File: config.mk
export PLATFORM = sky130hd
export DESIGN_NAME = pipeline_hazard_ctrl
export DESIGN_NICKNAME = d
export VERILOG_FILES = /design/src/rtl/hazard_pkg.sv /design/src/rtl/pipeline_hazard_ctrl_sat_counter.sv /design/src/rtl/pipeline_hazard_ctrl.sv
export SDC_FILE = /design/constraint.sdc
export NUM_CORES = 1
export LEC_CHECK = 0
export ABC_CLOCK_PERIOD_IN_PS = 2950
export CAP_MARGIN = 20
export CORE_ASPECT_RATIO = 0.5
export CORE_MARGIN = 3
export CORE_UTILIZATION = 37
export CTS_CLUSTER_SIZE = 28
export DETAILED_ROUTE_END_ITERATION = 7
export HOLD_SLACK_MARGIN = 0.15
export PLACE_DENSITY = 0.68
export SETUP_SLACK_MARGIN = 0.2
export SYNTH_ARGS = -nofsm -noshare
export SYNTH_HDL_FRONTEND = slang
export SYNTH_SLANG_ARGS = --single-unit
File: constraint.sdc
create_clock -name clk -period 2.95 [get_ports clk]
set_input_delay 0.59 -clock clk [delete_from_list [all_inputs] [get_ports clk]]
set_output_delay 0.59 -clock clk [all_outputs]
set_load 0.02 [all_outputs]
File: src/rtl/hazard_pkg.sv
// Shared types and constants for the IF/ID hazard and debug sequencing controller.
// The FSM encoding is fixed so the debug unit can decode dbg_state directly.
package hazard_pkg;

  localparam int REG_W = 5;
  localparam logic [5:0] HALT_OPCODE = 6'b111111;

  typedef enum logic [1:0] {
    ST_RUN    = 2'd0,
    ST_HALTED = 2'd1,
    ST_STEP   = 2'd2,
    ST_DONE   = 2'd3
  } state_t;

  // The front end advances only in RUN and STEP.
  function automatic logic state_is_active(state_t s);
    return (s == ST_RUN) || (s == ST_STEP);
  endfunction

endpackage

File: src/rtl/pipeline_hazard_ctrl_sat_counter.sv
// Saturating up-counter with a synchronous clear that beats the increment.
module sat_counter #(
  parameter int COUNT_W = 16
) (
  input  logic               clk,
  input  logic               reset,
  input  logic               inc,
  input  logic               clr,
  output logic [COUNT_W-1:0] count
);

  logic [COUNT_W-1:0] count_q;
  logic [COUNT_W-1:0] count_d;

  always_comb begin
    count_d = count_q;
    if (clr) begin
      count_d = '0;
    end else if (inc && (count_q != {COUNT_W{1'b1}})) begin
      count_d = count_q + 1'b1;
    end
  end

  always_ff @(posedge clk or negedge reset) begin
    if (!reset) begin
      count_q <= '0;
    end else begin
      count_q <= count_d;
    end
  end

  assign count = count_q;

endmodule

File: src/rtl/pipeline_hazard_ctrl.sv
// Drives PC write, IF/ID stall/flush and ID/EX bubble from load-use and taken-branch
// hazards, runs the debug halt/step/resume FSM and keeps hazard statistics.
module pipeline_hazard_ctrl
  import hazard_pkg::*;
#(
  parameter int         COUNT_W     = 16,
  parameter logic [5:0] HALT_OPCODE = hazard_pkg::HALT_OPCODE
) (
  input  logic               clk,
  input  logic               reset,
  input  logic [REG_W-1:0]   id_rs,
  input  logic [REG_W-1:0]   id_rt,
  input  logic [5:0]         id_opcode,
  input  logic               id_branch_taken,
  input  logic               ex_mem_read,
  input  logic [REG_W-1:0]   ex_rt,
  input  logic               dbg_halt_req,
  input  logic               dbg_step_req,
  input  logic               dbg_resume_req,
  input  logic               dbg_clr_counts,
  output logic               pc_write,
  output logic               if_id_stall,
  output logic               if_id_flush,
  output logic               id_ex_bubble,
  output logic               halted,
  output logic               program_end,
  output logic               step_done,
  output logic [COUNT_W-1:0] stall_count,
  output logic [COUNT_W-1:0] flush_count,
  output logic [1:0]         dbg_state
);

  // Debug commands are single-cycle pulses with no handshake: a command is
  // acted on at the edge where it is sampled high, or dropped if the current
  // state does not accept it.

  state_t state_q;
  state_t state_d;
  logic   step_done_q;
  logic   step_done_d;

  logic   lu;
  logic   br;
  logic   active;
  logic   is_halt_op;

  assign lu         = ex_mem_read && (ex_rt != '0) && ((ex_rt == id_rs) || (ex_rt == id_rt));
  // A branch compare read stale operands when a load-use is pending, so it is ignored.
  assign br         = id_branch_taken && !lu;
  assign active     = state_is_active(state_q);
  assign is_halt_op = (id_opcode == HALT_OPCODE);

  always_comb begin
    pc_write     = 1'b0;
    if_id_stall  = 1'b0;
    if_id_flush  = 1'b0;
    id_ex_bubble = 1'b0;
    state_d      = state_q;
    step_done_d  = 1'b0;

    if (active) begin
      if (lu) begin
        if_id_stall  = 1'b1;
        id_ex_bubble = 1'b1;
      end else if (br) begin
        pc_write    = 1'b1;
        if_id_flush = 1'b1;
      end else begin
        pc_write = 1'b1;
      end
    end else begin
      // Frozen front end; the back end drains behind bubbles.
      if_id_stall  = 1'b1;
      id_ex_bubble = 1'b1;
    end

    case (state_q)
      ST_RUN: begin
        if (is_halt_op && !lu) begin
          state_d = ST_DONE;
        end else if (dbg_halt_req) begin
          state_d = ST_HALTED;
        end
      end
      ST_HALTED: begin
        if (dbg_resume_req) begin
          state_d = ST_RUN;
        end else if (dbg_step_req) begin
          state_d = ST_STEP;
        end
      end
      ST_STEP: begin
        if (!lu) begin
          step_done_d = 1'b1;
          state_d     = is_halt_op ? ST_DONE : ST_HALTED;
        end
      end
      ST_DONE: begin
        state_d = ST_DONE;
      end
      default: begin
        state_d = ST_RUN;
      end
    endcase
  end

  always_ff @(posedge clk or negedge reset) begin
    if (!reset) begin
      state_q     <= ST_RUN;
      step_done_q <= 1'b0;
    end else begin
      state_q     <= state_d;
      step_done_q <= step_done_d;
    end
  end

  sat_counter #(.COUNT_W(COUNT_W)) u_stall_cnt (
    .clk   (clk),
    .reset (reset),
    .inc   (active && lu),
    .clr   (dbg_clr_counts),
    .count (stall_count)
  );

  // Counts flushes actually issued, so branches seen while frozen are not counted.
  sat_counter #(.COUNT_W(COUNT_W)) u_flush_cnt (
    .clk   (clk),
    .reset (reset),
    .inc   (active && br),
    .clr   (dbg_clr_counts),
    .count (flush_count)
  );

  assign halted      = (state_q == ST_HALTED) || (state_q == ST_DONE);
  assign program_end = (state_q == ST_DONE);
  assign step_done   = step_done_q;
  assign dbg_state   = state_q;

endmodule

Yosys cells after proc, flatten, opt, wreduce, memory -nomap -nowiden
Index checks and enable logic that the tools add are counted.
- register bits: 35
- input port bits: 29
- output and inout port bits: 41
- logic and storage cells: 53
- add/subtract/negate cells: 2
- eq/ne operators: 11
- muxes and demuxes: 19
- reductions and logical operators: 17
- operators with widths (kind ; count):
    16-bit two-way mux ; 4
    16-bit by 1-bit adder with 16-bit output, second input constant ; 2
    16-bit inequality test, second input constant ; 2
    2-bit two-way mux ; 6
    5-bit equality test ; 2
    1-bit logical AND ; 8
    1-bit two-way mux ; 8
    2-bit case mux with 4 select lines ; 1
    6-bit equality test, second input constant ; 1
    5-bit nonzero test ; 1
    2-bit equality test, second input constant ; 2
    2-bit nonzero test ; 2
    1-bit logical OR ; 3
    3-bit by 2-bit inequality test with 1-bit output, second input constant ; 1
    3-bit inequality test, second input constant ; 1
    3-bit AND reduction ; 1
    2-bit by 1-bit equality test with 1-bit output, second input constant ; 1
    2-bit logical NOT ; 1
    2-bit inequality test, second input constant ; 1
    1-bit logical NOT ; 1

Depth between registers and ports, before layout
Gate-level depths: netlist (run 1).
- depth after elaboration: 9
- mapped depth: 9
- mapped depth without buffers: 7

Hierarchy
From an unflattened synthesis (run 1), not the netlist that was laid out.
- cell total of the unflattened synthesis: 238
- area, all modules: 2208.4 um^2
- modules (own cells, without submodules) (module ; instances ; cells an instance ; area an instance (um^2) ; sequential area each (um^2)):
    sat_counter ; 2 ; 98 ; 942.2 ; 400.4
    pipeline_hazard_ctrl ; 1 ; 42 ; 324.1 ; 75.1

Worst setup path before layout (run 1)
No wires, ideal clock.
- kind: input port to output port
- from: in ex_rt[1]
- to: out if_id_flush
- arrival: 2.424 ns
- required time: 2.360 ns
- path slack: -0.064 ns
- stages on the path: 7
- buffers on the path: 1
- path through: or4_1 > o21ai_1 > nor2_1 > clkbuf_1 > nor2_1 > inv_1 > nor2_1
- longest elaborated chain between the ends: 8
- elaborated cells on any way between the ends: 11
- classes of those cells: eq/ne (2); mux (3); reduce/logical (6)
- RTL lines (item ; line ; source):
    from (decl) ; pipeline_hazard_ctrl.sv:16 ; input logic [REG_W-1:0] ex_rt,
    5-bit equality test / 5-bit nonzero test (equally long branches) ; pipeline_hazard_ctrl.sv:47 ; assign lu = ex_mem_read && (ex_rt != '0) && ((ex_rt == id_rs) || (ex_rt == id_rt));
    1-bit logical OR / 1-bit logical AND (equally long branches) ; pipeline_hazard_ctrl.sv:47 ;
    1-bit logical AND (*) ; pipeline_hazard_ctrl.sv:47 ;
    1-bit logical NOT ; -- ;
    1-bit logical AND ; pipeline_hazard_ctrl.sv:49 ; assign br = id_branch_taken && !lu;
    1-bit two-way mux ; pipeline_hazard_ctrl.sv:65 ; end else if (br) begin
    1-bit two-way mux (*) ; pipeline_hazard_ctrl.sv:62 ; if (lu) begin
    1-bit two-way mux (*) ; pipeline_hazard_ctrl.sv:61 ; if (active) begin
    to (decl) ; pipeline_hazard_ctrl.sv:23 ; output logic if_id_flush,
Every way passes the cells marked *; elsewhere a longest branch is shown, timed or not.

Worst setup path after layout (run 1)
- from: in ex_rt[2]
- to: out if_id_flush
The elaborated chain is that of the path after synthesis.

==> results of run 1 <==
## kinds of logic after synthesis
family | count (synthesis) | share of synthesized area, %
XOR/XNOR | 10 | 3.872
adder cells (fa/ha/maj) | 2 | 1.106
AO/OA/AOI/OAI | 51 | 14.55
AND/OR/NAND/NOR | 124 | 32.14
buffers and inverters | 24 | 4.701
flip-flops | 35 | 38.72
multiplexers | 10 | 4.923
## cell type report
class / instances / area share (%)
well taps: 73 / 2.815
repair buffers: 79 / 24.18
inverters: 7 / 0.8099
clock buffers: 6 / 3.972
multi-input cells: 197 / 40.84
clock inverters: 2 / 0.3857
flip-flops and latches: 35 / 27.00
## registers in the layout (all words and copies together), names as in the netlist
signal and cells:
step_done 1, u_stall_cnt.count 16, dbg_state 2, u_flush_cnt.count 16
## synthesized netlist by cell type, drive strengths merged (2+ instances only)
cell | instances | area (um2)
a21oi | 18 | 90.09
a31oi | 3 | 25.02
and2 | 2 | 12.51
and3 | 4 | 25.02
and4 | 5 | 46.29
buf | 6 | 37.53
clkbuf | 11 | 42.54
dfrtp | 35 | 875.8
ha | 2 | 25.02
inv | 7 | 26.28
mux2 | 9 | 101.4
nand2 | 13 | 48.80
nand2b | 2 | 12.51
nand3 | 10 | 50.05
nand3b | 4 | 30.03
nand4 | 12 | 81.33
nand4b | 2 | 17.52
nor2 | 21 | 78.83
nor2b | 11 | 68.82
nor3 | 11 | 55.05
nor4 | 6 | 52.55
o21ai | 11 | 55.05
o31ai | 7 | 52.55
o41ai | 4 | 35.03
or2 | 3 | 18.77
or3 | 7 | 45.05
or4 | 10 | 75.07
xor2 | 10 | 87.58
## critical path: cells and delay by family
kind,cells,cell delay (ns)
buffers and inverters,3,0.45
AND/OR/NAND/NOR,4,0.83
AO/OA/AOI/OAI,1,0.17
## worst max-delay path by stage
stage / start / to / slack (ns)
after floorplan: ex_rt[1] / if_id_flush / 0.25
after global placement: ex_rt[2] / if_id_flush / -0.35
after detailed placement: ex_rt[2] / if_id_flush / -0.37
after CTS: ex_rt[1] / if_id_flush / 0.15
after global routing: id_rt[0] / if_id_flush / 0.24
final: ex_rt[2] / if_id_flush / 0.31
## what timing repair did
item                                    CTS  global route
endpoints found under the setup margin    4             4
hold buffers                              0             0
gates resized for setup                  22            10
endpoints found under the hold margin     0             0
setup buffers                             0             0
pin swaps                                 3             4
## power by group
| group | internal [mW] | total (mW) | switching (mW) |
|---|---|---|---|
| combinational | 0.170 | 0.378 | 0.208 |
| sequential | 0.497 | 0.552 | 0.0556 |
| clock | 0.311 | 0.512 | 0.201 |
## per-layer routing
layer,global-route usage (%),vias to the layer above,part of all wire (%)
met5,0,-,0
met4,6.536,0,1.6
met3,4.024,12,4.8
met2,31.30,68,51
met1,22.34,1117,43
li1,-,1102,-
## per-stage QoR
step / power (mW) / worst slack, ns / hold WS, ns
2_1_floorplan: 0.7501 / 0.2475 / 0.2944
3_3_place_gp: 0.9427 / -0.3521 / 0.5639
3_5_place_dp: 0.9495 / -0.3672 / 0.5807
4_1_cts: 1.448 / 0.1487 / 0.5941
5_1_grt: 1.513 / 0.2411 / 0.6283
6_report: 1.443 / 0.3116 / 0.5846
==> out/metrics.yaml, run 1 <==
yosys_warnings: 0
power.leakage_nw: 1.284
io_buffers: 69
ys_seq_elements: 35
ys_seq_area_share_pct: 38.72
critPathMaxFanout: 4
reg2reg_slack_ns: 0.60
num_vias: 2299
die_y_um: 61.29
worstMarginPinSlew_ns: 0.7272
clock-skew-final_ns: 0.007345
postSynthAreaPerCell_um2: 8.837
place_area_mm2: 0.003074
grt_pass1_wl_um: 10090
clk_pin_slew_ns: 0.05
hold_viol_final: 0
cap_viol_max_count: 0
cp-end-kind: "primary output"
rr_worst_depth: 6
grt_max_degree: 36
core_mm2: 0.005682
dp_cells: 391
detail_route.wl_per_cell_um: 15.57
ant_nets: 0
cts_made_buffers: 5
stdcell_count: 399
holdPathStages: 2
layout_common_cells: "60 x clkdlybuf4s50_1, 35 x dfrtp_1, 18 x nor2_1, 18 x a21oi_1, 13 x nand2_1"
finalSetupViolCount: 0
fill_cells: 504
r2r-start: "u_flush_cnt.count[0]$_DFFE_PN0P_"
cpPeakStageDelay_ns: 0.55
syn_nets: 287
min_path_type: "flip-flop to flip-flop"
htreeDepth: 2
diodes: 0
clk_latency_ns: 0.28
fin_crit_sh_pct: 89.44
slew_violations: 0
tns_ns: 0
cpMostUsedCell: "nor2_4"
crit_required_ns: 2.36
gp_congestion: 0.8396
powerDensity_mw_per_mm2: 444.7
startpoint_type: "input port"
cts_tree: "yes"
cts_root_buf: "clkbuf_16"
r2r_end: "u_flush_cnt.count[12]$_DFFE_PN0P_"
ios: 70
regArea_um2: 875.8
path_cells: "dlygate4sd2_1, or4_4, o21ai_4, nor2_4, nor2_4, inv_2, nor2_2, buf_6"
grt_pass1_vias: 2137
critical_path_arrival_ns: 2.05
design.die.area_mm2: 0.007145
overflow: 0
nets: 356
die_width_um: 116.6
relSlewSlack_pct: 51.52
postSynth.asyncResetShare_pct: 100.0
fin_area_mm2: 0.003244
final_common_cell: "clkdlybuf4s50_1"
max-vdd-ir-drop_mv: 0.2163
vias_per_cell: 5.762
core.rowCount: 19
firstDrtPassIters: 4
postLayoutCoreUtil_pct: 57.10
multi_input_area_mm2: 0.001325
crit_type: "input port to primary output"
syn_to_final_growth_pct: 43.42
post-route-drc-count: 0
run_status: "complete, no violations"
synthFlopType: "dfrtp_1"
drtIter0Drc: 79
syn_inst: 256
grt_usage_pct: 17.91
synthDistinctLibCells: 47
routed_wl_um: 6212
rsz0062_at_grt: "no"
hold_start: "u_stall_cnt.count[6]$_DFFE_PN0P_"
critical-path-slowest-cell: "or4_4"
fin_crit_ns: 2.638
synth-edff-count: 0
drive_gt1_share_pct: 14.72
cts_buffer_depth: 2
whs_endpoint: "u_stall_cnt.count[6]$_DFFE_PN0P_"
netlist_area_mm2: 0.002262
cts_sinks: 35
max_freq_ghz: 0.3790
hpwl_um: 4430
antenna_found_initial: 0
initial_core_util_pct: 39.82
Power figures use the tool's default switching activity.
==> run 2: changes to the inputs <==
--- a/config.mk
+++ b/config.mk
@@ -14,7 +14,9 @@
 export DETAILED_ROUTE_END_ITERATION = 7
 export HOLD_SLACK_MARGIN = 0.15
 export PLACE_DENSITY = 0.68
+export REMOVE_ABC_BUFFERS = 1
 export SETUP_SLACK_MARGIN = 0.2
+export SLEW_MARGIN = 20
 export SYNTH_ARGS = -nofsm -noshare
 export SYNTH_HDL_FRONTEND = slang
 export SYNTH_SLANG_ARGS = --single-unit
==> run 2 against run 1 <==
  * Setup slack lost 0.025 ns
  * Sequential power shrank 4.3%
  * Die area did not move
  * Register-to-register slack lost 0.03 ns
  * Maximum frequency is 0.95% lower
  * Critical path type unchanged
==> out/metrics.yaml, run 2 (same netlist as run 1, synthesis figures left out) <==
design.die.area_mm2: 0.007145  # unchanged
crit_type: "input port to primary output"
cts_buffer_depth: 2  # unchanged
cpMostUsedCell: "buf_4"
fill_cells: 514  # +2.0%
cts_sinks: 35  # unchanged
tns_ns: 0  # unchanged
crit_cells: 8  # unchanged
diodes: 0  # unchanged
vias_per_cell: 5.622  # -2.4%
gp_congestion: 0.7863  # -6.3%
critical_path_arrival_ns: 2.07  # +0.02 ns
grt_pass1_wl_um: 10290  # +2.0%
finalSetupViolCount: 0  # unchanged
io_buffers: 69  # unchanged
clockPowerShare_pct: 39.5  # +4.0 points
hpwl_um: 4455  # +0.57%
initial_core_util_pct: 39.82  # unchanged
detail_route.wl_per_cell_um: 15.32  # -1.6%
fin_crit_sh_pct: 90.29  # +0.86 points
slew_violations: 0  # unchanged
crit_buf_inv: 4  # +1
ant_nets: 0  # unchanged
rr_worst_depth: 6  # unchanged
crit_required_ns: 2.36  # about the same
clock-skew-final_ns: 0.004009  # -0.003336 ns
ios: 70  # unchanged
clk_latency_ns: 0.28  # about the same
reg2reg_slack_ns: 0.57  # -0.03 ns
cpPeakStageDelay_ns: 0.53  # -0.02 ns
fin_crit_ns: 2.664  # +0.02523 ns
grt_pass1_vias: 2150  # +0.61%
critPathMaxFanout: 3  # -1
hold_viol_final: 0  # unchanged
htreeDepth: 2  # unchanged
grt_max_degree: 36  # unchanged
r2r-start: "u_flush_cnt.count[0]$_DFFE_PN0P_"
endpoint: "id_ex_bubble"
firstDrtPassIters: 4  # unchanged
min_path_type: "flip-flop to flip-flop"
max_freq_ghz: 0.3754  # -0.95%
nets: 356  # unchanged
power_mw: 1.536  # +6.4%
critPathLaunch: "ex_rt[2]"
cts_root_buf: "clkbuf_16"
syn_to_final_growth_pct: 43.36  # about the same
drtIter0Drc: 128  # +62%
path_cells: "dlygate4sd2_1, or4_4, o21ai_4, nor2_2, nor2_1, inv_1, buf_4, buf_4"
crit_family: "simple AND/OR/NAND/NOR gates"
worstMarginPinSlew_ns: 0.4723  # -0.2549 ns
switchingPower_uw: 467.3  # +0.60%
relSlewSlack_pct: 68.41  # +17 points
run_status: "complete, no violations"
die_y_um: 61.29  # unchanged
core_mm2: 0.005682  # unchanged
critical-path-slowest-cell: "or4_4"
final_common_cell: "clkdlybuf4s50_1"
cts_tree: "yes"
cap_viol_max_count: 0  # unchanged
routed_wl_um: 6112  # -1.6%
rsz0062_at_grt: "no"
power_frac_comb_pct: 26.1  # about the same
r2r_end: "u_flush_cnt.count[12]$_DFFE_PN0P_"
num_vias: 2243  # -2.4%
post-route-drc-count: 0  # unchanged
grt_usage_pct: 18.19  # +0.28 points
startpoint_type: "input port"
die_width_um: 116.6  # unchanged
postCtsHoldBufs: 0  # unchanged
powerDensity_mw_per_mm2: 473.5  # +6.5%
max-vdd-ir-drop_mv: 0.2637  # +22%
power.leakage_nw: 1.284  # about the same
drive_gt1_share_pct: 13.50  # -1.2 points
core.rowCount: 19  # unchanged
power_frac_seq_pct: 34.4  # -3.9 points
antenna_found_initial: 0  # unchanged
clk_pin_slew_ns: 0.06  # about the same
overflow: 0  # unchanged
cp-end-kind: "primary output"
layout_common_cells: "60 x clkdlybuf4s50_1, 35 x dfrtp_1, 20 x nor2_1"
internal-power_mw: 1.068  # +9.2%
cts_made_buffers: 5  # unchanged
switching_share_pct: 30.43  # -1.8 points
run 2: what timing repair did:
action                                  4_1_cts  5_1_grt
pin swaps                                     5        4
gates cloned                                  0        0
gates resized for setup                      20        6
endpoints found under the setup margin        4        4
buffers inserted                              0        0
run 2: how the worst min path moves through the flow:
stage / depth (start not counted) / start / slack [ns] / end
after floorplan: 0 / reset / 0.29 / dbg_state[0]$_DFFE_PN0P_
after global placement: 2 / u_stall_cnt.count[6]$_DFFE_PN0P_ / 0.56 / u_stall_cnt.count[6]$_DFFE_PN0P_
after detailed placement: 2 / u_stall_cnt.count[6]$_DFFE_PN0P_ / 0.58 / u_stall_cnt.count[6]$_DFFE_PN0P_
after CTS: 2 / u_stall_cnt.count[6]$_DFFE_PN0P_ / 0.58 / u_stall_cnt.count[6]$_DFFE_PN0P_
after global routing: 2 / u_stall_cnt.count[6]$_DFFE_PN0P_ / 0.62 / u_stall_cnt.count[6]$_DFFE_PN0P_
final: 2 / u_stall_cnt.count[6]$_DFFE_PN0P_ / 0.58 / u_stall_cnt.count[6]$_DFFE_PN0P_
run 2: layout make-up:
cell class	instances	area, um2	share of cell area [%]
inverters	7	26.28	0.8102
clock inverters	3	43.79	1.350
flip-flops and latches	35	875.8	27.01
clock buffers	5	125.1	3.858
repair buffers	79	778.2	24.00
multi-input cells	197	1303	40.16
well taps	73	91.34	2.816
run 2: power by group through the flow:
stage	Sequential, mW	Clock [mW]	Combinational [mW]
after CTS	0.528	0.614	0.399
after global placement	0.536	0	0.406
after detailed placement	0.537	0	0.411
after global routing	0.532	0.641	0.429
after floorplan	0.572	0	0.134
final	0.528	0.607	0.401
run 2: metal layers:
layer / share of wire, % / global-route usage [%]
met4: 0.82 / 4.739
met5: 0 / 0
met1: 43 / 22.95
met3: 4.8 / 4.416
met2: 51 / 32.11
run 2: stage by stage:
step | setup WS, ns | hold slack (ns) | cells | utilization [%] | cell area, um2
after floorplan | -0.1708 | 0.2944 | 239 | - | 2182
after global placement | -0.3071 | 0.5630 | 391 | 53.93 | 3064
after detailed placement | -0.3432 | 0.5767 | 391 | 53.93 | 3064
after CTS | 0.1844 | 0.5846 | 399 | 56.64 | 3218
after global routing | 0.2120 | 0.6177 | 399 | 57.08 | 3243
final | 0.2864 | 0.5781 | 399 | 57.08 | 3243
run 2: worst reg2reg max path, delay by kind of cell, from the launching register on:
kind / cells / cell delay (ns)
adder cells (fa/ha/maj): 1 / 0.29
AO/OA/AOI/OAI: 1 / 0.31
AND/OR/NAND/NOR: 3 / 0.85
flip-flops: 1 / 0.44
multiplexers: 1 / 0.37
